==> config.mk <==
export PLATFORM = sky130hd
export DESIGN_NAME = mux_sel_ctrl
export DESIGN_NICKNAME = d
export VERILOG_FILES = /design/src/rtl/mux_sel_ctrl_pkg.sv /design/src/rtl/mux_sel_ctrl_sw_edge_det.sv /design/src/rtl/mux_sel_ctrl.sv
export SDC_FILE = /design/constraint.sdc
export NUM_CORES = 1
export LEC_CHECK = 0
export ABC_CLOCK_PERIOD_IN_PS = 3000
export BUFFER_PORTS_ARGS = -buffer_cell sky130_fd_sc_hd__clkbuf_2
export CORE_MARGIN = 4
export CORE_UTILIZATION = 50
export DETAILED_ROUTE_END_ITERATION = 6
export PLACE_DENSITY = 0.68
export SKIP_LAST_GASP = 1
export SLEW_MARGIN = 20
export SYNTH_ARGS = -nofsm -noshare
export SYNTH_HDL_FRONTEND = slang
export SYNTH_SLANG_ARGS = --single-unit
==> constraint.sdc <==
create_clock -name i_Clk -period 3 [get_ports i_Clk]
set_input_delay 0.45 -clock i_Clk [delete_from_list [all_inputs] [get_ports i_Clk]]
set_output_delay 0.45 -clock i_Clk [all_outputs]
set_load 0.05 [all_outputs]
==> src/rtl/mux_sel_ctrl_pkg.sv <==
// Shared types and constants for the mux channel-select controller.
// Holds the FSM state encoding and the channel-count and select-width constants.
package mux_ctrl_pkg;

    localparam int unsigned NUM_CH = 4;
    localparam int unsigned SEL_W  = 2;

    typedef enum logic [1:0] {
        MANUAL = 2'd0,
        AUTO   = 2'd1,
        PAUSED = 2'd2
    } state_t;

    function automatic logic [NUM_CH-1:0] sel_onehot(input logic [SEL_W-1:0] sel);
        logic [NUM_CH-1:0] oh;
        oh      = '0;
        oh[sel] = 1'b1;
        return oh;
    endfunction

endpackage

==> src/rtl/mux_sel_ctrl_sw_edge_det.sv <==
// Rising-edge detector for one debounced switch level.
// Both sample stages reset high, so a switch held at reset release raises no event.
module sw_edge_det (
    input  logic i_Clk,
    input  logic i_Rst_L,
    input  logic i_Sw,
    output logic o_Event
);

    logic sw_q;
    logic sw_prev;

    always_ff @(posedge i_Clk or negedge i_Rst_L) begin
        if (!i_Rst_L) begin
            sw_q    <= 1'b1;
            sw_prev <= 1'b1;
        end else begin
            sw_q    <= i_Sw;
            sw_prev <= sw_q;
        end
    end

    assign o_Event = sw_q & ~sw_prev;

endmodule

==> src/rtl/mux_sel_ctrl.sv <==
// Mux channel-select controller: manual next/prev stepping plus an auto-scan
// mode with pause; the dwell counter runs only while staying in AUTO.
module mux_sel_ctrl
    import mux_ctrl_pkg::*;
#(
    parameter int unsigned CLKS_PER_STEP = 25000000,
    parameter int unsigned NUM_CH        = 4
) (
    input  logic              i_Clk,
    input  logic              i_Rst_L,
    input  logic              i_Switch_1,
    input  logic              i_Switch_2,
    input  logic              i_Switch_3,
    input  logic              i_Switch_4,
    output logic [SEL_W-1:0]  o_Sel,
    output logic [NUM_CH-1:0] o_Sel_Onehot,
    output logic              o_Auto,
    output logic              o_Sel_Strobe
);

    localparam int unsigned     CNT_W    = (CLKS_PER_STEP > 1) ? $clog2(CLKS_PER_STEP) : 1;
    localparam logic [CNT_W-1:0] CNT_LAST = CNT_W'(CLKS_PER_STEP - 1);

    logic [3:0]       ev;
    logic             step_ev;
    state_t           state;
    state_t           state_nxt;
    logic [CNT_W-1:0] cnt;
    logic [CNT_W-1:0] cnt_nxt;
    logic [SEL_W-1:0] sel_nxt;

    sw_edge_det u_edge_1 (.i_Clk(i_Clk), .i_Rst_L(i_Rst_L), .i_Sw(i_Switch_1), .o_Event(ev[0]));
    sw_edge_det u_edge_2 (.i_Clk(i_Clk), .i_Rst_L(i_Rst_L), .i_Sw(i_Switch_2), .o_Event(ev[1]));
    sw_edge_det u_edge_3 (.i_Clk(i_Clk), .i_Rst_L(i_Rst_L), .i_Sw(i_Switch_3), .o_Event(ev[2]));
    sw_edge_det u_edge_4 (.i_Clk(i_Clk), .i_Rst_L(i_Rst_L), .i_Sw(i_Switch_4), .o_Event(ev[3]));

    always_ff @(posedge i_Clk or negedge i_Rst_L) begin
        if (!i_Rst_L) begin
            state        <= MANUAL;
            cnt          <= '0;
            o_Sel        <= '0;
            o_Sel_Strobe <= 1'b0;
        end else begin
            state        <= state_nxt;
            cnt          <= cnt_nxt;
            o_Sel        <= sel_nxt;
            o_Sel_Strobe <= (sel_nxt != o_Sel);
        end
    end

    always_comb begin
        state_nxt = state;
        cnt_nxt   = cnt;
        sel_nxt   = o_Sel;
        step_ev   = ev[0] | ev[1];

        // Switch_3 outranks Switch_4; a Switch_4 event in MANUAL is dropped.
        if (ev[2]) begin
            state_nxt = (state == MANUAL) ? AUTO : MANUAL;
        end else if (ev[3]) begin
            case (state)
                AUTO:    state_nxt = PAUSED;
                PAUSED:  state_nxt = AUTO;
                MANUAL:  state_nxt = MANUAL;
                default: state_nxt = MANUAL;
            endcase
        end

        if (ev[0] && !ev[1]) begin
            sel_nxt = o_Sel + 1'b1;
        end else if (ev[1] && !ev[0]) begin
            sel_nxt = o_Sel - 1'b1;
        end

        // A manual step beats a coincident terminal count; leaving AUTO freezes the count.
        case (state)
            MANUAL: cnt_nxt = '0;
            AUTO: begin
                if (step_ev) begin
                    cnt_nxt = '0;
                end else if (state_nxt == AUTO) begin
                    if (cnt == CNT_LAST) begin
                        cnt_nxt = '0;
                        sel_nxt = o_Sel + 1'b1;
                    end else begin
                        cnt_nxt = cnt + 1'b1;
                    end
                end
            end
            default: cnt_nxt = cnt;
        endcase
    end

    assign o_Auto       = (state != MANUAL);
    assign o_Sel_Onehot = sel_onehot(o_Sel);

endmodule

==> flow_summary.html, run 1 <==
<table>
<tr><th>Metric</th><th>Value</th></tr>
<tr><th colspan="2">GRT</th></tr>
<tr><td>Number of global-route vias before repair</td><td>1,656</td></tr>
<tr><td>First-pass GRT wire length</td><td>8140 um</td></tr>
<tr><td>Maximum number of pins on one net before global-route repair</td><td>41</td></tr>
<tr><td>Antenna violations before repair</td><td>0</td></tr>
<tr><td>Combined global-route utilization of all metal layers</td><td>19.5%</td></tr>
<tr><td>Overflow left after global routing</td><td>0</td></tr>
<tr><th colspan="2">Placement</th></tr>
<tr><td>DPL Wire Length</td><td>3080 um</td></tr>
<tr><td>DP Worst Slack</td><td>0.857 ns</td></tr>
<tr><td>Post-detailed-placement cell area</td><td>0.00217 mm2</td></tr>
<tr><td>Placer's final routability congestion estimate</td><td>0.825</td></tr>
<tr><td>Number of input and output port buffers inserted</td><td>13</td></tr>
<tr><th colspan="2">Critical path</th></tr>
<tr><td>Worst EP arrival</td><td>2.38 ns</td></tr>
<tr><td>Number of cells on the worst reg-to-reg path</td><td>6</td></tr>
<tr><td>Worst Setup End Kind</td><td>flop</td></tr>
<tr><td>Cells along the critical path</td><td>ha_1, and3_1, nand4_1, o21ba_2, o21ai_0, a31oi_1</td></tr>
<tr><td>Crit-path slowest cell</td><td>sky130_fd_sc_hd__o21ba_2</td></tr>
<tr><td>Crit path launch type</td><td>flop</td></tr>
<tr><td>Maximum fanout along the worst path</td><td>40</td></tr>
<tr><td>Required time worst endpoint</td><td>3.21 ns</td></tr>
<tr><td>Slowest cell delay on critical path</td><td>0.68 ns</td></tr>
<tr><td>Setup CP Type</td><td>reg -&gt; reg</td></tr>
<tr><th colspan="2">Timing</th></tr>
<tr><td>Max-slew violations</td><td>0</td></tr>
<tr><td>Relative slew slack</td><td>36.8%</td></tr>
<tr><td>Fin Clk Skew</td><td>0.00673 ns</td></tr>
<tr><td>Total of endpoints with negative setup slack in the final report</td><td>0</td></tr>
<tr><td>Sum Neg Setup Slack</td><td>0 ns</td></tr>
<tr><td>Post-route clock period utilization</td><td>72.3%</td></tr>
<tr><td>RSZ-0062 raised after global routing</td><td>no</td></tr>
<tr><td>Shortest clock period the worst path allows after layout</td><td>2.17 ns</td></tr>
<tr><td>Final hold violation count</td><td>0</td></tr>
<tr><td>Worst hold slack across all endpoints</td><td>0.235 ns</td></tr>
<tr><td>Worst path setup slack after routing</td><td>0.832 ns</td></tr>
<tr><td>Achievable frequency</td><td>461 MHz</td></tr>
<tr><td>Worst Max-Slew Pin Slew</td><td>0.948 ns</td></tr>
<tr><th colspan="2">Power and ir drop</th></tr>
<tr><td>Power density cells</td><td>592 mW/mm2</td></tr>
<tr><td>Maximum ir drop on the vdd rail</td><td>0.000298 V</td></tr>
<tr><td>Leakage dissipation</td><td>0.957 nW</td></tr>
<tr><td>Total Power</td><td>1.34 mW</td></tr>
<tr><th colspan="2">Floorplan</th></tr>
<tr><td>Die span in y</td><td>72.9 um</td></tr>
<tr><td>Initial cell density of the core</td><td>52.2%</td></tr>
<tr><td>Row count</td><td>23</td></tr>
<tr><td>Boundary Pins</td><td>14</td></tr>
<tr><td>Die footprint</td><td>0.00531 mm2</td></tr>
<tr><td>Core Area</td><td>0.00403 mm2</td></tr>
<tr><td>Die boundary width</td><td>72.9 um</td></tr>
<tr><th colspan="2">Finish</th></tr>
<tr><td>Number of nets in the final layout</td><td>237</td></tr>
<tr><td>ANT cells</td><td>0</td></tr>
<tr><td>Final instance area</td><td>0.00227 mm2</td></tr>
<tr><td>Growth of design area from synthesis to finish</td><td>7.73%</td></tr>
<tr><td>Share of final-layout standard cells stronger than drive strength 1</td><td>17.2%</td></tr>
<tr><th colspan="2">Logic synthesis</th></tr>
<tr><td>Share of Yosys cell area claimed by the top area cell type</td><td>35.7%</td></tr>
<tr><td>List of most frequent post-synthesis cells</td><td>30 x sky130_fd_sc_hd__dfrtp_1, 26 x sky130_fd_sc_hd__a31oi_1, 17 x sky130_fd_sc_hd__nand2_1</td></tr>
<tr><td>Number of enable-type register cells in the synthesized netlist</td><td>0</td></tr>
<tr><td>Proportion of synthesized chip area in sequential cells</td><td>45.7%</td></tr>
<tr><td>Syn Std Cell Area</td><td>0.00210 mm2</td></tr>
<tr><td>Gate count of the mapped netlist</td><td>217</td></tr>
<tr><td>Most common cell in the synthesized netlist</td><td>sky130_fd_sc_hd__dfrtp_1</td></tr>
<tr><td>FFs w/ async S/R, synth</td><td>100%</td></tr>
<tr><td>Flip-flop and latch count after synthesis</td><td>38</td></tr>
<tr><td>YS warnings</td><td>0</td></tr>
<tr><td>Top area cells in the synthesized netlist</td><td>sky130_fd_sc_hd__dfrtp_1 36%, sky130_fd_sc_hd__dfstp_2 10%, sky130_fd_sc_hd__a31oi_1 7.7%, sky130_fd_sc_hd__nand4_1 4.2%, sky130_fd_sc_hd__and4_1 3.3%</td></tr>
<tr><td>Largest area contributor in the synthesized netlist</td><td>sky130_fd_sc_hd__dfrtp_1</td></tr>
<tr><td>Post-synthesis net count</td><td>228</td></tr>
<tr><td>Post-synth cell types</td><td>43</td></tr>
<tr><td>Most common flop cell mapped by yosys</td><td>sky130_fd_sc_hd__dfrtp_1</td></tr>
<tr><td>Mean cell area of the mapped netlist</td><td>9.69 um2</td></tr>
<tr><th colspan="2">Route</th></tr>
<tr><td>Initial detailed-routing violation count</td><td>142</td></tr>
<tr><td>Detailed-route DRC error count</td><td>0</td></tr>
<tr><td>Average routed wire per standard cell</td><td>16.7 um</td></tr>
<tr><td>Remaining antenna violation count</td><td>0</td></tr>
<tr><td>1st-pass router iterations</td><td>4</td></tr>
<tr><td>Final routed wirelength across all metal layers</td><td>4610 um</td></tr>
<tr><td>Overall via count from detail_route</td><td>1,744</td></tr>
<tr><td>Drt via density</td><td>6.30</td></tr>
<tr><th colspan="2">Run</th></tr>
<tr><td>Total of max-cap violations</td><td>0</td></tr>
<tr><th colspan="2">Clock tree</th></tr>
<tr><td>Root buf cell</td><td>sky130_fd_sc_hd__clkbuf_8</td></tr>
<tr><td>CTS H-tree lvls</td><td>2</td></tr>
<tr><td>Reg clk slew, reported paths</td><td>0.07 ns</td></tr>
<tr><td>Clock Sinks</td><td>38</td></tr>
<tr><td>Max Buffers Root-to-Sink</td><td>2</td></tr>
<tr><td>Clock insertion delay at the later pin of the skew report</td><td>0.29 ns</td></tr>
<tr><td>Post-CTS sizing</td><td>0</td></tr>
<tr><td>Setup Fix Bufs, Post-CTS</td><td>0</td></tr>
<tr><td>Cts-stage hold buffer count</td><td>0</td></tr>
<tr><td>TritonCTS Buffers</td><td>5</td></tr>
<tr><td>CTS tree</td><td>yes</td></tr>
<tr><th colspan="2">Status</th></tr>
<tr><td>Outcome</td><td>complete, no violations</td></tr>
<tr><th colspan="2">Worst hold path</th></tr>
<tr><td>Hold/Removal Path Class</td><td>in -&gt; reg</td></tr>
<tr><td>Hold-critical path depth</td><td>1</td></tr>
</table>
==> where the power goes <==
group          total [mW]  switching (mW)  leakage, nW  internal (mW)
registers           0.581          0.0350        0.495          0.546
logic               0.402           0.304        0.414         0.0978
clock network       0.359           0.174       0.0482          0.185
total                1.34           0.513        0.957          0.829
==> final timing paths <==
kind | slack (ns) | to | from
worst min-delay path | 0.24 | u_edge_2.sw_q$_DFF_PN1_ | i_Switch_2
worst min register to register | 0.37 | u_edge_4.sw_prev$_DFF_PN1_ | u_edge_4.sw_q$_DFF_PN1_
worst max register to register | 0.83 | cnt[18]$_DFFE_PN0P_ | cnt[0]$_DFFE_PN0P_
min in group asynchronous | 0.30 | state[0]$_DFF_PN0_ | i_Rst_L
max in group asynchronous | 2.12 | state[1]$_DFF_PN0_ | i_Rst_L
worst max-delay path | 0.83 | cnt[18]$_DFFE_PN0P_ | cnt[0]$_DFFE_PN0P_
==> cells in the final DEF, fill, tap and decap left out, types with 8 or more instances in the layout <==
cell / synthesis / layout
sky130_fd_sc_hd__dfrtp_1: 30 / 30
sky130_fd_sc_hd__a31oi_1: 26 / 26
sky130_fd_sc_hd__nand2_1: 17 / 17
sky130_fd_sc_hd__nand4_1: 14 / 14
sky130_fd_sc_hd__nor2_1: 13 / 13
sky130_fd_sc_hd__clkbuf_2: 0 / 13
sky130_fd_sc_hd__nand2b_1: 8 / 8
sky130_fd_sc_hd__a21oi_1: 8 / 8
sky130_fd_sc_hd__and4_1: 8 / 8
sky130_fd_sc_hd__dfstp_2: 8 / 8
==> cell families after synthesis <==
kind of cell / synth area share, %
mux: 1.90
buf+inv: 4.28
compound gates: 17.3
simple gates: 26.2
flops: 45.7
xor+xnor: 1.67
fa+ha+maj: 2.97
==> critical path, delay by kind of cell, from the launching register on <==
family | cells | cell delay, ns
flops | 1 | 0.41
compound gates | 3 | 1.08
simple gates | 2 | 0.34
fa+ha+maj | 1 | 0.25
==> flip-flops by register name (all words and copies together) (netlist names) <==
signal	count
u_edge_2.sw_prev	1
u_edge_3.sw_q	1
u_edge_4.sw_q	1
u_edge_1.sw_q	1
o_Sel	2
u_edge_3.sw_prev	1
u_edge_2.sw_q	1
o_Sel_Strobe	1
state	2
u_edge_4.sw_prev	1
cnt	25
u_edge_1.sw_prev	1
==> layout make-up <==
cell class              instances  area, um2
multi-input cells             160       1050
clock inverters                 1       5.00
inverters                       7       26.3
flip-flops and latches         38        961
well taps                      50       62.6
fillers                       381       1760
repair buffers                 14       72.6
clock buffers                   7       86.3
==> per-stage QoR <==
| step | instances | utilization, % |
|---|---|---|
| detailed placement | 269 | 54.0 |
| floorplan | 217 | - |
| finish | 277 | 56.2 |
| CTS | 277 | 56.2 |
| global placement | 269 | 54.0 |
| global route | 277 | 56.2 |
==> metal layers <==
layer / wire, um / vias to the layer above / part of all wire, % / global-route usage [%]
met3: 309 / 9 / 6.7 / 4.27
met4: 89 / 0 / 1.9 / 7.99
met1: 2100 / 832 / 46 / 27.8
li1: - / 834 / - / -
met5: 0 / - / 0 / 0
met2: 2110 / 69 / 46 / 28.8
No activity file was read; power rests on OpenSTA's default activity.
==> run 2: changes to the inputs <==
--- a/config.mk
+++ b/config.mk
@@ -5,7 +5,7 @@
 export SDC_FILE = /design/constraint.sdc
 export NUM_CORES = 1
 export LEC_CHECK = 0
-export ABC_CLOCK_PERIOD_IN_PS = 3000
+export ABC_CLOCK_PERIOD_IN_PS = 2200
 export BUFFER_PORTS_ARGS = -buffer_cell sky130_fd_sc_hd__clkbuf_2
 export CORE_MARGIN = 4
 export CORE_UTILIZATION = 50
==> constraint.sdc (replaced) <==
create_clock -name i_Clk -period 2.2 [get_ports i_Clk]
set_input_delay 0.33 -clock i_Clk [delete_from_list [all_inputs] [get_ports i_Clk]]
set_output_delay 0.33 -clock i_Clk [all_outputs]
set_load 0.05 [all_outputs]
==> run 2 against run 1 <==
Effect of this change: sequential power increased by 37%; worst hold slack worse by 0.13 ns; total power up 38%; sequential share of layout area is 1.0 points lower; sequential cell count unchanged; non-clock buffer count increased by 7; highest routed layer unchanged.
==> flow_summary.html, run 2 (synthesized netlist as in run 1, its figures left out) <==
<table>
<tr><th>Metric</th><th>Value</th></tr>
<tr><th colspan="2">Clock tree</th></tr>
<tr><td>Post-CTS sizing</td><td>0 (unchanged)</td></tr>
<tr><td>CTS H-tree lvls</td><td>2 (unchanged)</td></tr>
<tr><td>TritonCTS Buffers</td><td>5 (unchanged)</td></tr>
<tr><td>Clock Sinks</td><td>38 (unchanged)</td></tr>
<tr><td>Clock insertion delay at the later pin of the skew report</td><td>0.30 ns (about the same)</td></tr>
<tr><td>Max Buffers Root-to-Sink</td><td>2 (unchanged)</td></tr>
<tr><td>Setup Fix Bufs, Post-CTS</td><td>0 (unchanged)</td></tr>
<tr><td>Root buf cell</td><td>sky130_fd_sc_hd__clkbuf_8</td></tr>
<tr><td>CTS tree</td><td>yes</td></tr>
<tr><td>Reg clk slew, reported paths</td><td>0.07 ns (about the same)</td></tr>
<tr><th colspan="2">Power and ir drop</th></tr>
<tr><td>Combinational fraction of design power</td><td>30.3% (+0.3 points)</td></tr>
<tr><td>Total Power</td><td>1.85 mW (+38%)</td></tr>
<tr><td>Internal power</td><td>1.14 mW (+38%)</td></tr>
<tr><td>Leakage dissipation</td><td>0.992 nW (+3.6%)</td></tr>
<tr><td>Switch Pwr</td><td>0.702 mW (+37%)</td></tr>
<tr><td>Fraction of power spent switching nets</td><td>38.0% (-0.21 points)</td></tr>
<tr><td>Maximum ir drop on the vdd rail</td><td>0.000543 V (+82%)</td></tr>
<tr><td>Flop pwr share</td><td>43.0% (-0.3 points)</td></tr>
<tr><td>Power density cells</td><td>795 mW/mm2 (+34%)</td></tr>
<tr><td>Clock Power Share</td><td>26.7% (about the same)</td></tr>
<tr><th colspan="2">Finish</th></tr>
<tr><td>Most frequent cells in the layout</td><td>30 x sky130_fd_sc_hd__dfrtp_1, 26 x sky130_fd_sc_hd__a31oi_1, 17 x sky130_fd_sc_hd__nand2_1</td></tr>
<tr><td>Share of final-layout standard cells stronger than drive strength 1</td><td>19.2% (+2.1 points)</td></tr>
<tr><td>Register with the most flip-flops</td><td>cnt</td></tr>
<tr><td>Post-Layout Cell Count</td><td>284 (+2.5%)</td></tr>
<tr><td>ANT cells</td><td>0 (unchanged)</td></tr>
<tr><td>Number of flip-flops in the largest register</td><td>25 (unchanged)</td></tr>
<tr><td>Post-Route Utilization</td><td>57.6% (+1.4 points)</td></tr>
<tr><td>Growth of design area from synthesis to finish</td><td>10.4%</td></tr>
<tr><td>Top flop regs</td><td>cnt: 25 flops, o_Sel: 2 flops, state: 2 flops</td></tr>
<tr><td>Final instance area</td><td>0.00232 mm2 (+2.4%)</td></tr>
<tr><td>Number of nets in the final layout</td><td>244 (+3.0%)</td></tr>
<tr><td>Commonest non-fill, non-tap cell in the layout</td><td>sky130_fd_sc_hd__dfrtp_1</td></tr>
<tr><th colspan="2">Worst hold path</th></tr>
<tr><td>Hold/Removal Path Class</td><td>in -&gt; reg</td></tr>
<tr><td>Hold-critical path depth</td><td>1 (unchanged)</td></tr>
<tr><th colspan="2">GRT</th></tr>
<tr><td>Met1 global-route usage</td><td>26.1% (-1.7 points)</td></tr>
<tr><td>Overflow left after global routing</td><td>0 (unchanged)</td></tr>
<tr><td>Most utilized layer in the global route result</td><td>met2</td></tr>
<tr><td>Antenna violations before repair</td><td>0 (unchanged)</td></tr>
<tr><td>GRT met3 Usage</td><td>6.20% (+1.9 points)</td></tr>
<tr><td>Number of global-route vias before repair</td><td>1,692 (+2.2%)</td></tr>
<tr><td>Maximum number of pins on one net before global-route repair</td><td>22 (-46%)</td></tr>
<tr><td>Combined global-route utilization of all metal layers</td><td>19.8% (+0.31 points)</td></tr>
<tr><td>First-pass GRT wire length</td><td>8070 um (-0.85%)</td></tr>
<tr><td>Global routing met2 resource utilization</td><td>31.4% (+2.6 points)</td></tr>
<tr><th colspan="2">Critical path</th></tr>
<tr><td>Cells along the critical path</td><td>nand2b_1, nand2_2, nor4_1, or3_1, xnor2_1</td></tr>
<tr><td>Required time worst endpoint</td><td>2.42 ns (-0.79 ns)</td></tr>
<tr><td>Slowest cell delay on critical path</td><td>0.54 ns (-0.14 ns)</td></tr>
<tr><td>Crit path launch type</td><td>flop</td></tr>
<tr><td>Instance count on the critical path</td><td>5 (-1)</td></tr>
<tr><td>Count of buffer and inverter cells on the critical path</td><td>0 (unchanged)</td></tr>
<tr><td>Worst EP arrival</td><td>2.11 ns (-0.27 ns)</td></tr>
<tr><td>Crit-path slowest cell</td><td>sky130_fd_sc_hd__nor4_1</td></tr>
<tr><td>Cell family with the largest share of critical-path delay</td><td>simple AND/OR/NAND/NOR gates</td></tr>
<tr><td>Number of cells on the worst reg-to-reg path</td><td>5 (-1)</td></tr>
<tr><td>Setup CP Type</td><td>reg -&gt; reg</td></tr>
<tr><td>Worst Setup End Kind</td><td>flop</td></tr>
<tr><td>Maximum fanout along the worst path</td><td>7 (-83%)</td></tr>
<tr><th colspan="2">Timing</th></tr>
<tr><td>Total of endpoints with negative setup slack in the final report</td><td>0 (unchanged)</td></tr>
<tr><td>Max-slew violations</td><td>0 (unchanged)</td></tr>
<tr><td>Worst path setup slack after routing</td><td>0.313 ns (-0.519 ns)</td></tr>
<tr><td>Relative slew slack</td><td>64.1% (+27 points)</td></tr>
<tr><td>Post-route clock period utilization</td><td>85.8% (+14 points)</td></tr>
<tr><td>Worst hold slack across all endpoints</td><td>0.107 ns (-0.128 ns)</td></tr>
<tr><td>Achievable frequency</td><td>530 MHz (+15%)</td></tr>
<tr><td>Shortest clock period the worst path allows after layout</td><td>1.89 ns (-0.281 ns)</td></tr>
<tr><td>RSZ-0062 raised after global routing</td><td>no</td></tr>
<tr><td>Sum Neg Setup Slack</td><td>0 ns (unchanged)</td></tr>
<tr><td>Fin Clk Skew</td><td>0.00521 ns (-0.00152 ns)</td></tr>
<tr><td>Final hold violation count</td><td>0 (unchanged)</td></tr>
<tr><td>Worst Max-Slew Pin Slew</td><td>0.533 ns (-0.415 ns)</td></tr>
<tr><th colspan="2">Floorplan</th></tr>
<tr><td>Die boundary width</td><td>72.9 um (unchanged)</td></tr>
<tr><td>Row count</td><td>23 (unchanged)</td></tr>
<tr><td>Initial cell density of the core</td><td>52.2% (unchanged)</td></tr>
<tr><td>Core Area</td><td>0.00403 mm2 (unchanged)</td></tr>
<tr><td>Die span in y</td><td>72.9 um (unchanged)</td></tr>
<tr><td>Boundary Pins</td><td>14 (unchanged)</td></tr>
<tr><td>Die footprint</td><td>0.00531 mm2 (unchanged)</td></tr>
<tr><th colspan="2">Route</th></tr>
<tr><td>Remaining antenna violation count</td><td>0 (unchanged)</td></tr>
<tr><td>Detailed-route DRC error count</td><td>0 (unchanged)</td></tr>
<tr><td>Drt via density</td><td>6.07 (-3.6%)</td></tr>
<tr><td>Initial detailed-routing violation count</td><td>175 (+23%)</td></tr>
<tr><td>Overall via count from detail_route</td><td>1,724 (-1.1%)</td></tr>
<tr><td>1st-pass router iterations</td><td>4 (unchanged)</td></tr>
<tr><td>Final routed wirelength across all metal layers</td><td>4570 um (-0.93%)</td></tr>
<tr><td>Average routed wire per standard cell</td><td>16.1 um (-3.4%)</td></tr>
<tr><th colspan="2">Status</th></tr>
<tr><td>Outcome</td><td>complete, no violations</td></tr>
<tr><th colspan="2">Placement</th></tr>
<tr><td>DPL Wire Length</td><td>3260 um (+6.1%)</td></tr>
<tr><td>Placer's final routability congestion estimate</td><td>0.812 (-1.5%)</td></tr>
<tr><td>Placed Instances</td><td>275 (+2.2%)</td></tr>
<tr><td>Post-detailed-placement cell area</td><td>0.00222 mm2 (+2.1%)</td></tr>
<tr><td>DP Worst Slack</td><td>0.330 ns (-0.527 ns)</td></tr>
<tr><td>Number of input and output port buffers inserted</td><td>13 (unchanged)</td></tr>
<tr><th colspan="2">Run</th></tr>
<tr><td>Total of max-cap violations</td><td>0 (unchanged)</td></tr>
</table>
## run 2: changes by cell type in the layout (fill, tap and decap cells not counted)
cell / delta
sky130_fd_sc_hd__dlygate4sd3_1: +1
sky130_fd_sc_hd__buf_4: +6
## run 2: path summary, 6_finish.rpt
kind                            slack, ns                    endpoint                        from
worst max-delay path                 0.31          o_Sel[0]$_DFF_PN0_  u_edge_4.sw_prev$_DFF_PN1_
worst min-delay path                 0.11     u_edge_4.sw_q$_DFF_PN1_                  i_Switch_4
worst max register to register       0.31          o_Sel[0]$_DFF_PN0_  u_edge_4.sw_prev$_DFF_PN1_
worst min register to register       0.37  u_edge_4.sw_prev$_DFF_PN1_     u_edge_4.sw_q$_DFF_PN1_
max in group asynchronous            1.00     u_edge_3.sw_q$_DFF_PN1_                     i_Rst_L
min in group asynchronous            0.51          state[1]$_DFF_PN0_                     i_Rst_L
## run 2: power groups by stage
stage	logic (mW)	registers, mW	clock network (mW)
floorplan	0.401	0.859	0
global placement	0.558	0.803	0
detailed placement	0.563	0.807	0
CTS	0.565	0.795	0.501
global route	0.613	0.802	0.542
finish	0.560	0.794	0.492
## run 2: timing repair
item | CTS | global route
endpoints found under the setup margin | 0 | 0
hold endpoints to repair | 10 | 0
hold buffers | 1 | 0
## run 2: area by class of cell
class | count | area, um2
repair buffers | 21 | 128
flip-flops and latches | 38 | 961
clock buffers | 7 | 86.3
fillers | 371 | 1710
inverters | 7 | 26.3
multi-input cells | 160 | 1050
well taps | 50 | 62.6
clock inverters | 1 | 5.00
## run 2: routing by layer
layer | routed length, um | vias to the layer above
met5 | 0 | -
met2 | 2190 | 29
met4 | 74 | 0
met3 | 196 | 8
li1 | - | 851
met1 | 2120 | 836
## run 2: worst reg2reg max path, delay by kind of cell, from the launching register on
family                    cells  cell delay [ns]
and+or+nand+nor               4             1.18
DFF                           1             0.52
xor gates and xnor gates      1             0.12
